[src/rtl/alu_pkg.sv]
// Shared ALU definitions: logic-unit opcode encodings, also used by the top-level ALU decoder.
package alu_pkg;

    localparam int LOP_W = 3;

    localparam logic [LOP_W-1:0] LOP_AND   = 3'b000;
    localparam logic [LOP_W-1:0] LOP_XOR   = 3'b001;
    localparam logic [LOP_W-1:0] LOP_OR    = 3'b010;
    localparam logic [LOP_W-1:0] LOP_NOR   = 3'b011;
    localparam logic [LOP_W-1:0] LOP_XNOR  = 3'b100;
    localparam logic [LOP_W-1:0] LOP_ANDN  = 3'b101;
    localparam logic [LOP_W-1:0] LOP_PASSA = 3'b110;
    localparam logic [LOP_W-1:0] LOP_PASSB = 3'b111;

endpackage

[src/rtl/logic_unit_pipe_if.sv]
// Valid/ready operand and result bundle of the pipelined logic unit.
interface logic_unit_pipe_if #(parameter int WIDTH = 32);
    import alu_pkg::*;

    logic             in_valid;
    logic             in_ready;
    logic [WIDTH-1:0] a;
    logic [WIDTH-1:0] b;
    logic [LOP_W-1:0] op;
    logic             out_valid;
    logic             out_ready;
    logic [WIDTH-1:0] c;
    logic             zero;
    logic             parity;
    logic             msb;
    logic             busy;

    modport master (
        output in_valid, a, b, op, out_ready,
        input  in_ready, out_valid, c, zero, parity, msb, busy
    );

    modport slave (
        input  in_valid, a, b, op, out_ready,
        output in_ready, out_valid, c, zero, parity, msb, busy
    );

endinterface

[src/rtl/logic_op_core.sv]
// Combinational bitwise operation plus result flags; no state.
module logic_op_core
    import alu_pkg::*;
#(
    parameter int WIDTH = 32
) (
    input  logic [WIDTH-1:0] a,
    input  logic [WIDTH-1:0] b,
    input  logic [LOP_W-1:0] op,
    output logic [WIDTH-1:0] c,
    output logic             zero,
    output logic             parity,
    output logic             msb
);

    always_comb begin
        c = '0;
        case (op)
            LOP_AND:   c = a & b;
            LOP_XOR:   c = a ^ b;
            LOP_OR:    c = a | b;
            LOP_NOR:   c = ~(a | b);
            LOP_XNOR:  c = ~(a ^ b);
            LOP_ANDN:  c = a & ~b;
            LOP_PASSA: c = a;
            LOP_PASSB: c = b;
            default:   c = '0;
        endcase
    end

    assign zero   = (c == '0);
    assign parity = ^c;
    assign msb    = c[WIDTH-1];

endmodule

[src/rtl/logic_unit_pipe.sv]
// Two-stage valid/ready logic unit: S1 captures operands, S2 registers result and flags.
module logic_unit_pipe
    import alu_pkg::*;
#(
    parameter int WIDTH = 32
) (
    input logic         clk,
    input logic         reset,
    logic_unit_pipe_if.slave bus
);

    logic             adv1;
    logic             adv2;

    logic             vld_p1;
    logic [WIDTH-1:0] a_p1;
    logic [WIDTH-1:0] b_p1;
    logic [LOP_W-1:0] op_p1;

    logic [WIDTH-1:0] c_nxt;
    logic             zero_nxt;
    logic             parity_nxt;
    logic             msb_nxt;

    logic             vld_p2;
    logic [WIDTH-1:0] c_p2;
    logic             zero_p2;
    logic             parity_p2;
    logic             msb_p2;

    // A stage may load when it is empty or its contents move on this edge.
    assign adv2 = !vld_p2 | bus.out_ready;
    assign adv1 = !vld_p1 | adv2;

    // ---- S1: operand capture ----
    always_ff @(posedge clk) begin
        if (reset) begin
            vld_p1 <= 1'b0;
        end else if (adv1) begin
            vld_p1 <= bus.in_valid;
        end
    end

    always_ff @(posedge clk) begin
        if (adv1 && bus.in_valid) begin
            a_p1  <= bus.a;
            b_p1  <= bus.b;
            op_p1 <= bus.op;
        end
    end

    logic_op_core #(.WIDTH(WIDTH)) u_core (
        .a      (a_p1),
        .b      (b_p1),
        .op     (op_p1),
        .c      (c_nxt),
        .zero   (zero_nxt),
        .parity (parity_nxt),
        .msb    (msb_nxt)
    );

    // ---- S2: result and flags; data reset too so outputs read a clean zero result ----
    always_ff @(posedge clk) begin
        if (reset) begin
            vld_p2    <= 1'b0;
            c_p2      <= '0;
            zero_p2   <= 1'b1;
            parity_p2 <= 1'b0;
            msb_p2    <= 1'b0;
        end else if (adv2) begin
            vld_p2 <= vld_p1;
            if (vld_p1) begin
                c_p2      <= c_nxt;
                zero_p2   <= zero_nxt;
                parity_p2 <= parity_nxt;
                msb_p2    <= msb_nxt;
            end
        end
    end

    assign bus.in_ready  = adv1;
    assign bus.out_valid = vld_p2;
    assign bus.c         = c_p2;
    assign bus.zero      = zero_p2;
    assign bus.parity    = parity_p2;
    assign bus.msb       = msb_p2;
    assign bus.busy      = vld_p1 | vld_p2;

endmodule

[src/flat_wrapper.sv]
// flat-port wrapper written by rule: the top's interface ports become plain ports
module logic_unit_pipe_flat import alu_pkg::*;
#(
    parameter int WIDTH = 32
)
  (clk, reset, bus_in_valid, bus_a, bus_b, bus_op, bus_out_ready, bus_in_ready, bus_out_valid, bus_c, bus_zero, bus_parity, bus_msb, bus_busy);
  logic_unit_pipe_if #(.WIDTH(WIDTH)) bus_i ();
  input logic clk;
  input logic reset;
  input wire logic [$bits(bus_i.in_valid)-1:0] bus_in_valid;
  input wire logic [$bits(bus_i.a)-1:0] bus_a;
  input wire logic [$bits(bus_i.b)-1:0] bus_b;
  input wire logic [$bits(bus_i.op)-1:0] bus_op;
  input wire logic [$bits(bus_i.out_ready)-1:0] bus_out_ready;
  output wire logic [$bits(bus_i.in_ready)-1:0] bus_in_ready;
  output wire logic [$bits(bus_i.out_valid)-1:0] bus_out_valid;
  output wire logic [$bits(bus_i.c)-1:0] bus_c;
  output wire logic [$bits(bus_i.zero)-1:0] bus_zero;
  output wire logic [$bits(bus_i.parity)-1:0] bus_parity;
  output wire logic [$bits(bus_i.msb)-1:0] bus_msb;
  output wire logic [$bits(bus_i.busy)-1:0] bus_busy;
  assign bus_i.in_valid = bus_in_valid;
  assign bus_i.a = bus_a;
  assign bus_i.b = bus_b;
  assign bus_i.op = bus_op;
  assign bus_i.out_ready = bus_out_ready;
  assign bus_in_ready = bus_i.in_ready;
  assign bus_out_valid = bus_i.out_valid;
  assign bus_c = bus_i.c;
  assign bus_zero = bus_i.zero;
  assign bus_parity = bus_i.parity;
  assign bus_msb = bus_i.msb;
  assign bus_busy = bus_i.busy;
  logic_unit_pipe #(.WIDTH(WIDTH)) u_core (.clk(clk), .reset(reset), .bus(bus_i));
endmodule
[config.mk]
export PLATFORM = sky130hd
export DESIGN_NAME = logic_unit_pipe_flat
export DESIGN_NICKNAME = d
export VERILOG_FILES = /design/src/rtl/alu_pkg.sv /design/src/rtl/logic_unit_pipe_if.sv /design/src/rtl/logic_op_core.sv /design/src/rtl/logic_unit_pipe.sv /design/src/flat_wrapper.sv
export SDC_FILE = /design/constraint.sdc
export NUM_CORES = 1
export LEC_CHECK = 0
export ABC_AREA = 1
export BUFFER_PORTS_ARGS = -buffer_cell sky130_fd_sc_hd__buf_2
export CORE_ASPECT_RATIO = 0.8
export CORE_MARGIN = 2
export CORE_UTILIZATION = 30
export CTS_CLUSTER_SIZE = 10
export DETAILED_ROUTE_END_ITERATION = 16
export GPL_TIMING_DRIVEN = 0
export HOLD_SLACK_MARGIN = 0.03
export PLACE_DENSITY_LB_ADDON = 0.08
export SETUP_SLACK_MARGIN = 0.4
export SLEW_MARGIN = 20
export SYNTH_ARGS = -nofsm -noshare
export SYNTH_HDL_FRONTEND = slang
export SYNTH_SLANG_ARGS = --single-unit
export TNS_END_PERCENT = 30
[constraint.sdc]
create_clock -name clk -period 4.4 [get_ports clk]
set_input_delay 0.88 -clock clk [delete_from_list [all_inputs] [get_ports clk]]
set_output_delay 0.88 -clock clk [all_outputs]
set_load 0.05 [all_outputs]
==> results of run 1 <==
==> area by class of cell <==
| type | instances | area [sq um] | share of cell area (%) |
|---|---|---|---|
| timing repair buffer | 108 | 556 | 6.93 |
| clock inverter | 4 | 50.0 | 0.624 |
| multi-input combinational | 581 | 3210 | 40.1 |
| inverter | 156 | 588 | 7.33 |
| tap | 306 | 383 | 4.77 |
| clock buffer | 12 | 279 | 3.48 |
| sequential | 103 | 2730 | 34.1 |
| buffer | 48 | 216 | 2.70 |
==> worst paths after layout <==
kind              startpoint           endpoint  slack (ns)
min          u_core.bus.zero    u_core.bus.zero        0.53
max reg2reg  u_core.op_p1[1]  u_core.bus.parity        1.44
max          u_core.op_p1[1]  u_core.bus.parity        1.44
min reg2reg  u_core.bus.zero    u_core.bus.zero        0.53
==> routing by layer <==
| layer | GRT usage (%) | share of wire (%) | routed length, um | up-vias |
|---|---|---|---|---|
| li1 | - | - | - | 3241 |
| met1 | 24.5 | 51 | 10300 | 2890 |
| met2 | 26.8 | 43 | 8620 | 144 |
| met3 | 3.72 | 4.8 | 967 | 13 |
| met4 | 3.52 | 1.0 | 202 | 0 |
| met5 | 0 | 0 | 0 | - |
==> critical path, delay by kind of cell, from the launching register on <==
kind / cells / cell delay [ns]
and+or+nand+nor: 11 / 1.14
buffers and inverters: 4 / 0.74
DFF: 1 / 0.36
adders and majority gates: 1 / 0.36
AOI/OAI and AO/OA: 2 / 0.26
==> power by group through the flow <==
stage          clock network, mW  logic, mW  registers [mW]
4_1_cts                    0.911      0.827            1.12
3_5_place_dp                   0      0.823            1.14
2_1_floorplan                  0      0.522            1.22
6_report                   0.882      0.823            1.12
5_1_grt                    0.941      0.946            1.13
3_3_place_gp                   0      0.814            1.15
==> flip-flops by register name, summed over array words and instances, names as in the netlist <==
| name | flops |
|---|---|
| u_core.a_p1 | 32 |
| u_core.b_p1 | 32 |
| u_core.bus.c | 32 |
| u_core.bus.out_valid | 1 |
| u_core.bus.parity | 1 |
| u_core.bus.zero | 1 |
| u_core.op_p1 | 3 |
| u_core.vld_p1 | 1 |
==> cell families after synthesis <==
kind of cell / synth area share [%]
AND/OR/NAND/NOR: 24.3
buffers and inverters: 11.9
AO/OA/AOI/OAI: 14.2
flip-flops: 40.5
adder cells (fa/ha/maj): 8.90
XOR/XNOR: 0.260
==> per-stage QoR <==
step,util (%),area (sq um),std cells,hold WS (ns)
floorplan,-,6750,888,0.512
global placement,34.5,7670,1301,0.511
detailed placement,34.6,7690,1302,0.498
CTS,36.0,8020,1318,0.522
global route,36.0,8020,1318,0.542
finish,36.0,8020,1318,0.528
==> cells in the final DEF (no fill, tap or decap), types with 36 or more instances in the layout <==
cell,count
nand2_1,118
edfxtp_1,67
o21ai_0,45
dfxtp_1,36
ha_1,48
inv_1,153
nand3_1,70
a21oi_1,36
nor2_1,104
buf_2,127
==> impl_metrics.toml, run 1 <==
[detailed_routing]
antenna_left = 0
via_count = 6288
drt_wl_total_mm = 20.0
drt_iter0_markers = 469
drc = 0
post_drt_wl_per_cell_um = 15.2
dr.pass1.iters = 5
via_per_inst = 4.77

[worst_setup_path]
slowest_stage = "edfxtp_1"
worst-path-max-fanout = 10
crit_type = "flop to flop"
end_kind = "flop"
path_cells = "buf_2 > inv_2 > o21ai_1 > nor2_2 > buf_2 > o211ai_1 > and3_1 > ha_1 > nor2_1 > nor2_1 > nand2_1 > nand2_1 > nand2_1 > nand2_1 > nand2_1 > nand3_1 > nand2_1 > inv_1"
critPathLaunchType = "flop"
critPathRequiredTime_ns = 4.66
cp.arrival_ns = 3.22
crit_path_frequent_cell = "nand2_1"
slowest_delay_ns = 0.36
reg2reg_depth = 18

[sta]
fin_worst_skew_ns = 0.0199
fin_crit_sh_pct = 67.3
tightest_slew_ns = 0.735
rsz0062_at_grt = "no"
relSlewSlack_pct = 51.0
min_period_ns = 2.96
finalSetupTns_ns = 0
setup_violations = 0
fmax_mhz = 338
final_hold_viol_count = 0
worst_slack_ns = 1.44
drv_slew = 0

[floorplanning]
die-height_um = 138
dieArea_sq_mm = 0.0237
initial_core_util_pct = 30.3
die_x_um = 172
rows = 49
design.core.area_sq_mm = 0.0223
ios = 109

[clock_tree]
cts_hold_buffers = 0
numCtsBuffers = 9
clk_latency_ns = 0.37
cts_resized = 0
clk_pin_slew_worst_paths_ns = 0.07
cts_setup_buffers = 0
root_buffer = "clkbuf_16"
cts_tree = "yes"
h-tree-depth = 3
cts_max_path_buffers = 2
cts.sink_count = 103

[worst_hold_path]
worstHoldPathCells = 2
hp-class = "flop to flop"

[yosys]
synth_seq_cells = 103
async_flop_share_pct = 0
synth_edf_count = 67
syn-instance-count = 888
synth_most_common_cell = "inv_1"
yosys-top-cells-area = "edfxtp_1 30%, dfxtp_1 11%, ha_1 8.9%, inv_1 8.6%, nand2_1 6.6%"
synthFlopType = "edfxtp_1"
synth_top_area_cell = "edfxtp_1"
ys_types = 26
synth.top_cells.by_count = "154 x inv_1, 118 x nand2_1, 104 x nor2_1"
synth_area_per_cell_sq_um = 7.60
yosys_warnings = 0
seq_area_frac_synth_pct = 40.5
netlist_area_sq_mm = 0.00675
syn_nets = 1007
yosys.area.top_type_share_pct = 29.8

[power]
p_switching_mw = 0.947
leakagePower_nw = 3.79
power_frac_comb_pct = 29.1
p_total_mw = 2.83
p_int_mw = 1.88
power_density_mw_per_mm2 = 353
sw_frac_of_total_pct = 33.5
clkPwrFrac_pct = 31.2
power_frac_seq_pct = 39.7
peakVddDrop_mv = 0.185

[cells_and_area]
fill_cells = 2448
drive_above_1_share_pct = 15.5
syn2layout_area_growth_pct = 18.8
diodes = 0
nets = 1126

[grt]
antenna_found_initial = 0
grt_max_degree = 36
grt_usage_pct = 17.2
grt_pass1_wl_mm = 31.7
grt_overflow = 0
grt_pass1_vias = 6065

[status]
status = "complete, no violations"

[flow_run]
maxCapViolCount = 0

[placement]
gp_congestion = 0.764
place_ws_ns = 1.44
numPortBuffers = 107
dpl.hpwl_mm = 14.5
No activity file was read; power rests on OpenSTA's default activity.
==> run 2, diff against run 1 <==
==> constraint.sdc (replaced) <==
create_clock -name clk -period 2.45 [get_ports clk]
set_input_delay 0.49 -clock clk [delete_from_list [all_inputs] [get_ports clk]]
set_output_delay 0.49 -clock clk [all_outputs]
set_load 0.05 [all_outputs]
==> impl_metrics.toml, run 2 (synthesized netlist as in run 1, its figures left out) <==
[detailed_routing]
via_count = 6617
drt_iter0_markers = 434
via_per_inst = 4.88
post_drt_wl_per_cell_um = 16.1
drt_wl_total_mm = 21.9
dr.pass1.iters = 5
drc = 0
antenna_left = 0

[sta]
drv_slew = 0
rsz0062_at_grt = "yes"
finalSetupTns_ns = -0.135
worst_slack_ns = -0.135
relSlewSlack_pct = 51.7
fmax_mhz = 387
tightest_slew_ns = 0.725
min_period_ns = 2.59
holdWs_ns = 0.300
final_hold_viol_count = 0
setup_violations = 1
fin_crit_sh_pct = 106
fin_worst_skew_ns = 0.00818

[worst_hold_path]
hp-class = "input pin to flop"

[floorplanning]
rows = 49
dieArea_sq_mm = 0.0237
design.core.area_sq_mm = 0.0223
die-height_um = 138
initial_core_util_pct = 30.3
ios = 109
die_x_um = 172

[placement]
place_ws_ns = -0.405
dpl.hpwl_mm = 14.5
numPortBuffers = 107
place_inst = 1303
gp_congestion = 0.782
placed_area_sq_mm = 0.00781

[worst_setup_path]
worst-path-max-fanout = 6
slowest_delay_ns = 0.40
slowest_stage = "edfxtp_1"
critPathLaunchType = "flop"
end_kind = "flop"
critPathTopFamily = "simple AND/OR/NAND/NOR gates"
path_cells = "buf_6 > nor2_4 > buf_8 > buf_12 > buf_16 > nand3_1 > o21ai_1 > nor2_1 > and3_4 > ha_4 > inv_1 > nand2_1 > nand2_2 > nand2_2 > nand2_4 > nand2_2 > nand2_1 > nand2_1 > nand3_1 > nand2_1 > inv_1"
cp_num_buf_inv = 6
cp.arrival_ns = 2.85
crit_type = "flop to flop"
critPathRequiredTime_ns = 2.71
crit_path_frequent_cell = "nand2_1"

[clock_tree]
clk_latency_ns = 0.36
clk_pin_slew_worst_paths_ns = 0.07
cts_max_path_buffers = 2
h-tree-depth = 3
root_buffer = "clkbuf_16"
numCtsBuffers = 9
cts_tree = "yes"
cts_hold_buffers = 0
cts.sink_count = 103

[flow_run]
maxCapViolCount = 0

[grt]
grt_usage_pct = 18.5
antenna_found_initial = 0
grt_pass1_vias = 6112
grt_overflow = 0
grt_max_degree = 33
grt_pass1_wl_mm = 34.0

[status]
violations = "negative setup slack"
status = "finished with violations"

[cells_and_area]
syn2layout_area_growth_pct = 38.1
layout_common_cells = "142 x inv_1, 110 x buf_2, 100 x nor2_1"
design_area_sq_mm = 0.00932
diodes = 0
nets = 1164
final_common_cell = "inv_1"
drive_above_1_share_pct = 31.6
stdcell_count = 1356

[power]
power_density_mw_per_mm2 = 586
peakVddDrop_mv = 0.335
leakagePower_nw = 4.22
==> run 2: cell type report <==
type,count,area [sq um]
flip-flops and latches,103,2740
well taps,306,383
multi-input cells,582,3850
repair buffers,145,995
fillers,2279,12900
inverters,156,609
plain buffers,48,468
clock inverters,5,33.8
clock buffers,11,243
==> run 2: metrics by stage <==
step           util [%]  total power [mW]
2_1_floorplan         -              3.15
3_3_place_gp       34.9              3.54
3_5_place_dp       35.1              3.55
4_1_cts            40.0              5.26
5_1_grt            41.9              5.81
6_report           41.9              5.46
==> run 2: metal layers <==
layer	wire length (um)	share of wire, %	track usage, %	up-vias
met2	9350	43	27.6	168
met3	944	4.3	2.89	14
met4	192	0.88	4.19	0
li1	-	-	-	3334
met5	0	0	0	-
met1	11400	52	28.0	3101
==> run 2: report_power, final <==
part | switching, mW | internal (mW) | leakage, nW
sequential | 0.0488 | 1.97 | 0.952
clock | 0.683 | 0.717 | 0.132
combinational | 1.21 | 0.838 | 3.14
total | 1.94 | 3.52 | 4.22
==> run 2: worst paths after layout <==
path	slack (ns)	cells after the start	from	to
max	-0.14	21	u_core.op_p1[2]	u_core.bus.parity
min reg2reg	0.50	2	u_core.bus.zero	u_core.bus.zero
min	0.30	1	bus_b[14]	u_core.b_p1[14]
max reg2reg	-0.14	21	u_core.op_p1[2]	u_core.bus.parity
==> run 2: timing repair <==
item	in CTS	in global routing
setup endpoints to repair	2	8
resized for setup	124	113
cloned	8	2
buffers inserted	16	11
pin swaps	33	74
==> run 3, diff against run 2 <==
--- a/config.mk
+++ b/config.mk
@@ -19,5 +19,6 @@
 export SLEW_MARGIN = 20
 export SYNTH_ARGS = -nofsm -noshare
 export SYNTH_HDL_FRONTEND = slang
+export SYNTH_HIERARCHICAL = 1
 export SYNTH_SLANG_ARGS = --single-unit
 export TNS_END_PERCENT = 30
==> impl_metrics.toml, run 3 <==
[status]
status = "finished with violations"
violations = "negative setup slack"

[worst_setup_path]
r2r_start = "u_core/op_p1[1]"
worst-path-max-fanout = 10
critPathRequiredTime_ns = 2.71
end_kind = "flop"
crit_type = "flop to flop"
critPathLaunchType = "flop"
cp.arrival_ns = 2.87
critPathLaunch = "u_core/op_p1[1]"

[clock_tree]
clk_pin_slew_worst_paths_ns = 0.07
h-tree-depth = 3
clk_latency_ns = 0.37
root_buffer = "clkbuf_16"
cts.sink_count = 104
cts_max_path_buffers = 2
numCtsBuffers = 9
cts_hold_buffers = 0
cts_tree = "yes"

[sta]
drv_slew = 0
fin_crit_sh_pct = 107
worst_slack_ns = -0.161
tightest_slew_ns = 0.293
final_hold_viol_count = 0
setup_violations = 1
fin_worst_skew_ns = 0.0117
rsz0062_at_grt = "yes"
relSlewSlack_pct = 80.3
fmax_mhz = 383
min_period_ns = 2.61
finalSetupTns_ns = -0.161

[grt]
grt-busiest-layer = "met2"
met1_usage_pct = 25.3
grt_pass1_vias = 6507
grt_overflow = 0
antenna_found_initial = 0
grt_use_met3_pct = 3.25
grt_max_degree = 34
grt_usage_pct = 17.9
grt_pass1_wl_mm = 35.9
gr-usage-met2_pct = 28.6

[detailed_routing]
drc = 0
via_per_inst = 4.63
antenna_left = 0
post_drt_wl_per_cell_um = 15.5
drt_wl_total_mm = 22.9
drt_iter0_markers = 477
via_count = 6807
dr.pass1.iters = 6

[cells_and_area]
diodes = 0
final_common_cell = "nand2_1"
nets = 1267
drive_above_1_share_pct = 27.3
syn2layout_area_growth_pct = 30.6
multi_input_area_sq_mm = 0.00404
fill_cells = 2516
layout_common_cells = "225 x nand2_1, 195 x inv_1, 115 x buf_2"
regArea_sq_mm = 0.00276

[yosys]
synth_top_area_cell = "edfxtp_1"
yosys-top-cells-area = "edfxtp_1 27%, nand2_1 12%, inv_1 10%, dfxtp_1 10%, ha_1 8.1%"
netlist_area_sq_mm = 0.00742
synth_area_per_cell_sq_um = 7.33
yosys.area.top_type_share_pct = 27.1
yosys_warnings = 6
synth_most_common_cell = "nand2_1"
synth.top_cells.by_count = "230 x nand2_1, 198 x inv_1, 79 x nor2_1"
synth_seq_cells = 104
synth_edf_count = 67
synthFlopType = "edfxtp_1"
seq_area_frac_synth_pct = 37.1
async_flop_share_pct = 0
syn-instance-count = 1012
syn_nets = 1131
ys_types = 33

[power]
p_total_mw = 5.47
leakagePower_nw = 4.69
power_density_mw_per_mm2 = 564
peakVddDrop_mv = 0.391

[floorplanning]
ios = 109
initial_core_util_pct = 30.5
die-height_um = 145
rows = 51
dieArea_sq_mm = 0.0260
die_x_um = 180
design.core.area_sq_mm = 0.0243

[placement]
gp_congestion = 0.765
dpl.hpwl_mm = 16.3
numPortBuffers = 108

[flow_run]
maxCapViolCount = 0

[worst_hold_path]
hp-class = "input pin to flop"
min_from = "bus_b[16]"
[run 3: cell count changes after synthesis, sizes merged, moves of 19 or more]
cell    previous run  this run
nand2            118       233
inv              156       213
and3              31         0
o211ai            31         0
a22oi              0        30
nand4             35        65
o22ai             31         2
nor2             107        82
buf               27        46
clkbuf            21         2
[run 3: path summary, 6_finish.rpt]
kind | slack [ns] | to | depth (start not counted)
worst max register to register | -0.16 | u_core/bus.parity | 21
worst min-delay path | 0.29 | u_core/b_p1[16] | 1
worst max-delay path | -0.16 | u_core/bus.parity | 21
worst min register to register | 0.47 | u_core/bus.zero | 2
[run 3: cell families (layout without fill, tap and decap cells)]
family	Yosys count	in the layout	synth area share, %
adder cells (fa/ha/maj)	48	48	8.09
flip-flops	104	104	37.1
XOR/XNOR	8	8	0.944
AO/OA/AOI/OAI	131	131	9.88
buffers and inverters	262	403	15.9
AND/OR/NAND/NOR	459	459	28.1
[run 3: timing repair]
action,CTS,global route
setup endpoints to repair,2,2
pin swaps,19,19
setup buffers,8,1
resized for setup,101,51
cloned,3,3
[run 3: routing by layer]
metal  part of all wire [%]  routed length, um  vias up
met2                     44               9960      163
met1                     51              11600     3065
li1                       -                  -     3562
met4                    1.0                232        0
met3                    4.7               1080       17
met5                      0                  0        -
[run 3: critical path: stages (launching register included)]
cell and delay [ns]:
edfxtp_1 0.44, buf_6 0.15, nand2_2 0.06, nor2_4 0.05
buf_12 0.14, buf_8 0.14, nand2_1 0.05, o21ai_0 0.07
inv_1 0.08, nand3_2 0.10, nor2_4 0.16, ha_4 0.23
xnor2_1 0.19, nand2_1 0.07, nand2_1 0.08, nand2_1 0.08
nand3_1 0.08, nand2_1 0.05, inv_1 0.05, nand3_1 0.07
nand2_1 0.09, nor2_1 0.05
[run 3: where the power goes]
| part | internal [mW] | switching, mW | leakage (nW) |
|---|---|---|---|
| clock | 0.805 | 0.675 | 0.154 |
| sequential | 1.99 | 0.0863 | 0.961 |
| combinational | 0.765 | 1.15 | 3.58 |
| total | 3.56 | 1.91 | 4.69 |
[run 3: through the flow]
| stage | area [sq um] | hold WS, ns | util [%] | setup slack [ns] | cells |
|---|---|---|---|---|---|
| 6_report | 9700 | 0.290 | 39.9 | -0.161 | 1471 |
| 4_1_cts | 9380 | 0.273 | 38.6 | -0.168 | 1467 |
| 5_1_grt | 9700 | 0.271 | 39.9 | -0.340 | 1471 |
| 2_1_floorplan | 7480 | 0.549 | - | 0.187 | 1012 |
| 3_5_place_dp | 8460 | 0.449 | 34.8 | -0.415 | 1440 |
| 3_3_place_gp | 8420 | 0.457 | 34.6 | -0.470 | 1438 |
[run 3: final cells by class]
class	count	area share (%)
Clock buffer	12	2.86
Clock inverter	4	0.232
Inverter	214	8.70
Multi-Input combinational cell	646	41.6
Buffer	48	5.37
Sequential cell	104	28.4
Tap cell	318	4.10
Timing Repair Buffer	125	8.70
